File: src/rtl/split_n_sync_if.sv
// Dual-rail link bundle for split_n_sync: input token, select, acks, outputs and error flag.
// tok_cnt exists only when SPLIT_TOKEN_CNT_EN is defined.
interface split_n_sync_if #(
    parameter int unsigned WIDTH   = 8,
    parameter int unsigned NUM_OUT = 4
);
    logic [2*WIDTH-1:0]         in;
    logic [NUM_OUT-1:0]         sel;
    logic                       ack_o;
    logic [NUM_OUT*WIDTH*2-1:0] out;
    logic [NUM_OUT-1:0]         ack_i;
    logic                       err;
`ifdef SPLIT_TOKEN_CNT_EN
    logic [NUM_OUT*16-1:0]      tok_cnt;

    modport master (output in, sel, ack_i, input ack_o, out, err, tok_cnt);
    modport slave  (input in, sel, ack_i, output ack_o, out, err, tok_cnt);
`else
    modport master (output in, sel, ack_i, input ack_o, out, err);
    modport slave  (input in, sel, ack_i, output ack_o, out, err);
`endif
endinterface

File: src/rtl/split_n_sync.sv
// Clocked N-way dual-rail token splitter with input synchronisers and sticky error detection.
// Optional per-channel token counters enabled by macro SPLIT_TOKEN_CNT_EN.
module split_n_sync #(
    parameter int unsigned WIDTH       = 8,
    parameter int unsigned NUM_OUT     = 4,
    parameter int unsigned SYNC_STAGES = 2
) (
    input logic           clk,
    input logic           rst,
    split_n_sync_if.slave bus
);
    localparam int unsigned DW    = 2 * WIDTH;
    localparam int unsigned OW    = NUM_OUT * DW;
    localparam int unsigned IDX_W = (NUM_OUT > 1) ? $clog2(NUM_OUT) : 1;

    localparam logic [1:0] WAIT_DATA = 2'd0;
    localparam logic [1:0] WAIT_ACK  = 2'd1;
    localparam logic [1:0] WAIT_NULL = 2'd2;
    localparam logic [1:0] WAIT_REL  = 2'd3;

    logic [DW-1:0]      in_s;
    logic [NUM_OUT-1:0] sel_s;
    logic [NUM_OUT-1:0] ack_s;

    // Input synchronisers; the chain is cleared on reset so no partial token survives
    generate
        if (SYNC_STAGES == 0) begin : g_bypass
            assign in_s  = bus.in;
            assign sel_s = bus.sel;
            assign ack_s = bus.ack_i;
        end else begin : g_sync
            logic [DW-1:0]      in_p  [SYNC_STAGES];
            logic [NUM_OUT-1:0] sel_p [SYNC_STAGES];
            logic [NUM_OUT-1:0] ack_p [SYNC_STAGES];

            always_ff @(posedge clk) begin
                if (rst) begin
                    for (int i = 0; i < int'(SYNC_STAGES); i++) begin
                        in_p[i]  <= '0;
                        sel_p[i] <= '0;
                        ack_p[i] <= '0;
                    end
                end else begin
                    in_p[0]  <= bus.in;
                    sel_p[0] <= bus.sel;
                    ack_p[0] <= bus.ack_i;
                    for (int i = 1; i < int'(SYNC_STAGES); i++) begin
                        in_p[i]  <= in_p[i-1];
                        sel_p[i] <= sel_p[i-1];
                        ack_p[i] <= ack_p[i-1];
                    end
                end
            end

            assign in_s  = in_p[SYNC_STAGES-1];
            assign sel_s = sel_p[SYNC_STAGES-1];
            assign ack_s = ack_p[SYNC_STAGES-1];
        end
    endgenerate

    logic [WIDTH-1:0] rail_t;
    logic [WIDTH-1:0] rail_f;

    always_comb begin
        rail_t = '0;
        rail_f = '0;
        for (int b = 0; b < int'(WIDTH); b++) begin
            rail_t[b] = in_s[2*b+1];
            rail_f[b] = in_s[2*b];
        end
    end

    logic in_cmpl;
    logic in_both;
    logic in_null;
    logic sel_any;
    logic sel_multi;

    assign in_cmpl   = &(rail_t ^ rail_f);
    assign in_both   = |(rail_t & rail_f);
    assign in_null   = (in_s == '0) && (sel_s == '0);
    assign sel_any   = |sel_s;
    assign sel_multi = |(sel_s & (sel_s - NUM_OUT'(1)));

    // Lowest high sel rail wins; a multi-hot select still routes but raises err
    logic [IDX_W-1:0] sel_idx;

    always_comb begin
        sel_idx = '0;
        for (int i = int'(NUM_OUT) - 1; i >= 0; i--) begin
            if (sel_s[i]) sel_idx = IDX_W'(i);
        end
    end

    logic [1:0]         state_q;
    logic [1:0]         state_nxt;
    logic [IDX_W-1:0]   k_q;
    logic [IDX_W-1:0]   k_nxt;
    logic [OW-1:0]      out_q;
    logic [OW-1:0]      out_nxt;
    logic               ack_q;
    logic               ack_nxt;
    logic               err_q;
    logic               err_c;
    logic [NUM_OUT-1:0] k_mask;
    logic               ack_k;
    logic               ack_stray;

    assign k_mask    = NUM_OUT'(1) << k_q;
    assign ack_k     = |(ack_s & k_mask);
    assign ack_stray = |(ack_s & ~k_mask);

    always_ff @(posedge clk) begin
        if (rst) state_q <= WAIT_DATA;
        else     state_q <= state_nxt;
    end

    // Next-state, next-output and error detection
    always_comb begin
        state_nxt = state_q;
        k_nxt     = k_q;
        out_nxt   = out_q;
        ack_nxt   = ack_q;
        err_c     = in_both | sel_multi;
        case (state_q)
            WAIT_DATA: begin
                if (|ack_s) err_c = 1'b1;
                if (in_cmpl && sel_any) begin
                    k_nxt   = sel_idx;
                    out_nxt = '0;
                    for (int i = 0; i < int'(NUM_OUT); i++) begin
                        if (IDX_W'(i) == sel_idx) out_nxt[i*DW +: DW] = in_s;
                    end
                    state_nxt = WAIT_ACK;
                end
            end
            WAIT_ACK: begin
                if (ack_stray) err_c = 1'b1;
                if (ack_k) begin
                    ack_nxt   = 1'b1;
                    state_nxt = WAIT_NULL;
                end
            end
            WAIT_NULL: begin
                if (ack_stray) err_c = 1'b1;
                if (in_null) begin
                    out_nxt   = '0;
                    state_nxt = WAIT_REL;
                end
            end
            WAIT_REL: begin
                if (ack_stray) err_c = 1'b1;
                if (!ack_k) begin
                    ack_nxt   = 1'b0;
                    state_nxt = WAIT_DATA;
                end
            end
            default: state_nxt = WAIT_DATA;
        endcase
    end

    always_ff @(posedge clk) begin
        if (rst) begin
            k_q   <= '0;
            out_q <= '0;
            ack_q <= 1'b0;
            err_q <= 1'b0;
        end else begin
            k_q   <= k_nxt;
            out_q <= out_nxt;
            ack_q <= ack_nxt;
            err_q <= err_q | err_c;
        end
    end

    assign bus.out   = out_q;
    assign bus.ack_o = ack_q;
    assign bus.err   = err_q;

`ifdef SPLIT_TOKEN_CNT_EN
    // Count each token at the moment its receiver acknowledges it
    logic        cnt_inc;
    logic [15:0] cnt_q [NUM_OUT];

    assign cnt_inc = (state_q == WAIT_ACK) && ack_k;

    always_ff @(posedge clk) begin
        if (rst) begin
            for (int i = 0; i < int'(NUM_OUT); i++) cnt_q[i] <= '0;
        end else if (cnt_inc) begin
            for (int i = 0; i < int'(NUM_OUT); i++) begin
                if (IDX_W'(i) == k_q) cnt_q[i] <= cnt_q[i] + 16'd1;
            end
        end
    end

    for (genvar g = 0; g < int'(NUM_OUT); g++) begin : g_cnt
        assign bus.tok_cnt[g*16 +: 16] = cnt_q[g];
    end
`endif
endmodule

File: src/flat_wrapper.sv
// flat-port wrapper written by rule: the top's interface ports become plain ports
module split_n_sync_flat 
#(
    parameter int unsigned WIDTH       = 8,
    parameter int unsigned NUM_OUT     = 4,
    parameter int unsigned SYNC_STAGES = 2
)
  (clk, rst, bus_in, bus_sel, bus_ack_i, bus_ack_o, bus_out, bus_err);
  split_n_sync_if #(.WIDTH(WIDTH), .NUM_OUT(NUM_OUT)) bus_i ();
  input logic clk;
  input logic rst;
  input wire logic [$bits(bus_i.in)-1:0] bus_in;
  input wire logic [$bits(bus_i.sel)-1:0] bus_sel;
  input wire logic [$bits(bus_i.ack_i)-1:0] bus_ack_i;
  output wire logic [$bits(bus_i.ack_o)-1:0] bus_ack_o;
  output wire logic [$bits(bus_i.out)-1:0] bus_out;
  output wire logic [$bits(bus_i.err)-1:0] bus_err;
  assign bus_i.in = bus_in;
  assign bus_i.sel = bus_sel;
  assign bus_i.ack_i = bus_ack_i;
  assign bus_ack_o = bus_i.ack_o;
  assign bus_out = bus_i.out;
  assign bus_err = bus_i.err;
  split_n_sync #(.WIDTH(WIDTH), .NUM_OUT(NUM_OUT), .SYNC_STAGES(SYNC_STAGES)) u_core (.clk(clk), .rst(rst), .bus(bus_i));
endmodule
File: config.mk
export PLATFORM = sky130hd
export DESIGN_NAME = split_n_sync_flat
export DESIGN_NICKNAME = d
export VERILOG_FILES = /design/src/rtl/split_n_sync_if.sv /design/src/rtl/split_n_sync.sv /design/src/flat_wrapper.sv
export SDC_FILE = /design/constraint.sdc
export NUM_CORES = 1
export LEC_CHECK = 0
export ABC_AREA = 1
export BUFFER_PORTS_ARGS = -buffer_cell sky130_fd_sc_hd__buf_4
export CAP_MARGIN = 20
export CORE_MARGIN = 3
export CORE_UTILIZATION = 52
export CTS_BUF_LIST = sky130_fd_sc_hd__clkbuf_4
export DETAILED_ROUTE_END_ITERATION = 8
export HOLD_SLACK_MARGIN = 0.05
export PLACE_DENSITY_LB_ADDON = 0.05
export SLEW_MARGIN = 5
export SYNTH_ARGS = -nofsm -noshare
export SYNTH_HDL_FRONTEND = slang
export SYNTH_SLANG_ARGS = --single-unit
File: constraint.sdc
create_clock -name clk -period 1.7 [get_ports clk]
set_input_delay 0.17 -clock clk [delete_from_list [all_inputs] [get_ports clk]]
set_output_delay 0.17 -clock clk [all_outputs]
set_load 0.01 [all_outputs]
; Word level (Yosys, flattened, before mapping)
; Memories as Yosys holds them, arrays and structs flattened.
; Index checks and enable logic that the tools add are counted.
[totals]
mem_bits_rw = 48
out_inout_bits = 66
input_bits = 26
wordCells = 85
ff_bits = 70
mem_count = 3
[classes]
shifts = 1
n_bitwise = 14
n_eq_ne = 10
addsub = 1
n_reduce_logical = 20
n_mux = 31
[mem_list]
columns = memory, depth, word_bits, rd, rd_clocked_by_memory_dff, wr, line_no
row1 = u_core.g_sync.in_p, 2, 16, 2, 0, 2, split_n_sync.sv:32  ; logic [DW-1:0] in_p [SYNC_STAGES];
row2 = u_core.g_sync.ack_p, 2, 4, 2, 0, 2, split_n_sync.sv:34  ; logic [NUM_OUT-1:0] ack_p [SYNC_STAGES];
row3 = u_core.g_sync.sel_p, 2, 4, 2, 0, 2, split_n_sync.sv:33  ; logic [NUM_OUT-1:0] sel_p [SYNC_STAGES];
[op_table]
columns = operator, count
row1 = $mux W64, 2
row2 = $pmux W64 S2, 1
row3 = $mux W16, 6
row4 = $reduce_or A4 Y1, 5
row5 = $logic_not A16 Y1, 1
row6 = $mux W2, 8
row7 = $mux W4, 4
row8 = $and A4 B4 Y4, 3
row9 = $and A8 B8 Y8, 1
row10 = $or A1 B1 Y1, 8
row11 = $pmux W2 S4, 1
row12 = $reduce_and A8 Y1, 1
row13 = $reduce_or A8 Y1, 1
row14 = $xor A8 B8 Y8, 1
row15 = $mux W1, 7
row16 = $ne A2 B1 Y1 const B, 3
row17 = $reduce_and A3 Y1, 2
row18 = $eq A2 B2 Y1 const A, 2
row19 = $eq A2 B2 Y1 const B, 2
row20 = $logic_not A2 Y1, 2
row21 = $logic_not A4 Y1, 1
row22 = $not A4 Y4, 1
row23 = $pmux W1 S2, 2
row24 = $reduce_and A4 Y1, 1
row25 = 9 further kinds, 11

; Logic depth before layout (Yosys ltp)
[logic_depth]
word_depth = 8
depth_mapped = 14
depth_no_buf = 12

; Worst setup path before layout
; No wires, ideal clock.
[synth_path]
kind = register -> register
from = memory u_core.g_sync.in_p[0][30] (netlist bit)
to = register u_core.out_q[0], in the netlist u_core.bus.out[0]
n_path_buf = 2
t_required_ns = 1.590
slack_ns = 0.067
synth_period_minus_slack_ns = 1.633
arrival_time_ns = 1.523
setup_ns = 0.110
stages_incl_launch_ff = 14
path_cell_list = dfxtp_1 > inv_1 > ha_1 > nand2_1 > nor2_1 > nand3_2 > nand2_1 > nand2_1 > inv_2 > buf_2 > buf_6 > nand3_1 > nand2_1 > nor2_1
[synth_lines]
columns = element, line_no
row1 = start: declaration, split_n_sync.sv:32
row2 = end signal: assignment, split_n_sync.sv:170  ; out_q <= out_nxt;
row3 = end: declaration, split_n_sync.sv:99  ; logic [OW-1:0] out_q;

==> impl_metrics.tcl <==
set metrics [dict create \
    status "finished, violations left" \
    violations "setup timing" \
    finalHoldViolCount 0 \
    final_util 0.762 \
    n_fill_cell 788 \
    p_sw_frac 0.401 \
    peakVddDrop_mv 0.930 \
    coreArea_sq_um 9910 \
    power_density_nw_per_um2 1870 \
    clkSlewWorstSetupHoldPaths_ps 120 \
    ios 92 \
    fin_ws_ps -40.2 \
    path_max_fanout 9 \
    grt_pass1_vias 4663 \
    pre_cts_ws_ps -96.1 \
    overflow 0 \
    grt_pass1_wl_microns 20800 \
    synthesis.area_sq_um 5380 \
    r2r_cells 13 \
    rows 36 \
    finalSetupViolations 21 \
    whs_ps 391 \
    first_iter_violations 279 \
    netlist_instances 826 \
    multi_input_comb_area_sq_um 2340 \
    finalPower_mw 14.1 \
    rsz0062_at_grt "true" \
    cts_root_buf "clkbuf_4" \
    grt_max_degree 69 \
    critical_path_class "flop to flop" \
    yosysSeqAreaShare 0.439 \
    ant_nets 0 \
    clkPwrFrac 0.182 \
    syn2layout_area_growth_pct 40.3 \
    wire_per_inst_microns 12.1 \
    dieHeight_microns 108 \
    max_freq_ghz 0.575 \
    die-area_sq_um 11600 \
    ys.warnings.count 0 \
    min_to "u_core.g_sync.in_p[0][14]$_SDFF_PP0_" \
    cp_data_required_time_ps 2170 \
    synth_cell_types 22 \
    cts_buffers 17 \
    viasPerCell 4.65 \
    tightest_slew_ps 370 \
    relSlewSlack 0.753 \
    hold_path.class "primary input to flop" \
    cts_max_path_buffers 2 \
    post-dp-hpwl_microns 8500 \
    antenna_found_initial 0 \
    n_antenna_cell 0 \
    drc 0 \
    num_vias 5230 \
    clk_latency_ps 530 \
    cp-start-kind "flop" \
    synth_seq_cells 118 \
    finClkSkew_ps 18.3 \
    fp.dieW_microns 108 \
    setup.worst_path.end_class "flop" \
    drive_above_1_share 0.275 \
    period_share 1.02 \
    worstHoldPathCells 4 \
    initial_core_util 0.543 \
    intPower_mw 8.46 \
    cts_htree_levels 4 \
    regArea_sq_um 2380 \
    reg2reg_to "u_core.bus.out[32]$_SDFFE_PP0P_" \
    power.leakage_nw 3.95 \
    cts_tree "done" \
    syn_nets 872 \
    period_minus_slack_ps 1740 \
    syn_avg_cell_area_sq_um 6.52 \
    nNetsFinal 1025 \
    maxCapViolations 0 \
    hp-start "bus_in[14]" \
    clkSinkCount 118 \
    critical_path_arrival_ps 2210 \
    combPwrFrac 0.532 \
    totalWireLength_microns 13700 \
    pwr-share-seq 0.286 \
    grtUsageTotal 0.226 \
    r2r_start "u_core.g_sync.in_p[0][17]$_SDFF_PP0_" \
    port_buffers 91 \
    drtPass1Iterations 5 \
    reg2reg_slack_ps -40 \
    p_sw_mw 5.67 \
    place_congestion 0.872 \
    report.final.slew_viol_count 0 \
]
critical path: stages (launching register included):
cell	delay (ps)
dfxtp_2	350
inv_2	50
ha_4	260
nand2_2	40
nor2_2	120
nand3_2	100
nand2_2	70
nand2_2	60
clkinv_4	100
nand2_8	120
clkbuf_16	200
nand2_1	70
nand2_1	50
nor2_1	100
per-layer routing:
metal | up-vias | routed length, microns | track usage
li1 | 2679 | - | -
met5 | - | 0 | 0
met2 | 167 | 6830 | 0.384
met3 | 25 | 810 | 0.0546
met4 | 0 | 248 | 0.0766
met1 | 2359 | 5770 | 0.279
power by group through the flow:
stage | sequential (mW) | combinational, mW | clock [mW]
after floorplan | 4.37 | 3.64 | 0
after global placement | 4.06 | 5.68 | 0
after detailed placement | 4.09 | 5.82 | 0
after CTS | 4.03 | 6.16 | 2.60
after global routing | 4.13 | 8.32 | 2.75
final | 4.04 | 7.52 | 2.58
cell families after synthesis:
family / after synthesis / synth area share
AOI/OAI and AO/OA: 14 / 0.0151
adders and majority gates: 20 / 0.0465
buffers and inverters: 227 / 0.170
DFF: 118 / 0.439
and+or+nand+nor: 447 / 0.329
state kept, by name, summed over array words and instances, names as in the netlist:
name and count:
u_core.k_q 2, u_core.g_sync.ack_p 8, u_core.bus.ack_o 1, u_core.g_sync.in_p 32, u_core.bus.err 1, u_core.g_sync.sel_p 8
u_core.state_q 2, u_core.bus.out 64
placed cells by master, fill, tap and decap left out:
cell type | synthesis | final
nand2_1 | 179 | 148
ha_1 | 20 | 14
nand2_8 | 0 | 1
buf_8 | 0 | 1
dfxtp_2 | 0 | 16
clkinv_4 | 0 | 2
clkbuf_4 | 0 | 19
nand3_2 | 1 | 1
a21oi_1 | 6 | 6
nor2_2 | 1 | 24
bufinv_16 | 0 | 6
o21bai_1 | 1 | 1
nand3_1 | 54 | 54
dlygate4sd3_1 | 0 | 33
clkinvlp_4 | 0 | 2
nor2_1 | 202 | 179
inv_6 | 0 | 1
clkinv_2 | 0 | 3
nand2_2 | 1 | 30
buf_12 | 0 | 6
o31ai_1 | 3 | 3
nor3_1 | 8 | 8
dfxtp_1 | 118 | 102
a31oi_1 | 1 | 1
clkbuf_16 | 0 | 6
o21ai_0 | 3 | 3
inv_1 | 185 | 166
nand2_4 | 0 | 2
ha_4 | 0 | 6
buf_6 | 6 | 1
buf_16 | 0 | 1
inv_2 | 5 | 23
nand3b_1 | 1 | 1
buf_4 | 3 | 122
area by class of cell:
class	instances	share of cell area
flip-flops and latches	118	0.316
multi-input cells	482	0.310
well taps	133	0.0220
repair buffers	170	0.208
inverters	190	0.0951
clock inverters	13	0.0302
clock buffers	19	0.0189
worst max path at each step:
| stage | start | endpoint | slack, ps | cells past startpoint |
|---|---|---|---|---|
| after global placement | u_core.g_sync.in_p[0][23]$_SDFF_PP0_ | u_core.bus.out[10]$_SDFFE_PP0P_ | -50 | 12 |
| final | u_core.g_sync.in_p[0][17]$_SDFF_PP0_ | u_core.bus.out[32]$_SDFFE_PP0P_ | -40 | 13 |
| after floorplan | u_core.g_sync.in_p[0][30]$_SDFF_PP0_ | u_core.bus.out[0]$_SDFFE_PP0P_ | 70 | 13 |
| after global routing | u_core.g_sync.in_p[0][16]$_SDFF_PP0_ | u_core.bus.out[17]$_SDFFE_PP0P_ | -110 | 12 |
| after detailed placement | u_core.g_sync.in_p[0][22]$_SDFF_PP0_ | u_core.bus.out[10]$_SDFFE_PP0P_ | -100 | 12 |
| after CTS | u_core.g_sync.in_p[0][30]$_SDFF_PP0_ | u_core.bus.out[35]$_SDFFE_PP0P_ | -40 | 13 |
synth_stat cells, drive strengths merged:
| library cell | count | share of area |
|---|---|---|
| nand2 | 180 | 0.13 |
| nand3 | 55 | 0.052 |
| nor2 | 203 | 0.14 |
| o21ai | 3 | 0.0028 |
| o31ai | 3 | 0.0042 |
| o21bai | 1 | 0.0014 |
| nor3 | 8 | 0.0074 |
| ha | 20 | 0.047 |
| a31oi | 1 | 0.0012 |
| inv | 190 | 0.13 |
| clkbuf | 18 | 0.013 |
| nand3b | 1 | 0.0014 |
| a21oi | 6 | 0.0056 |
| buf | 19 | 0.025 |
| dfxtp | 118 | 0.44 |
per-stage QoR:
step	cell area (sq um)	TNS, ps	instances
after global routing	7550	-4540	1125
after floorplan	5380	0	826
after global placement	6320	-179	1045
after detailed placement	6320	-2710	1045
final	7550	-260	1125
after CTS	7090	-499	1112
timing repair:
item,in CTS,in global routing
endpoints found under the setup margin,64,67
setup buffers,2,6
gates resized for setup,17,94
pin swaps,2,23
hold endpoints to repair,34,0
cloned,1,7
hold buffers,33,0
Power figures use the tool's default switching activity.
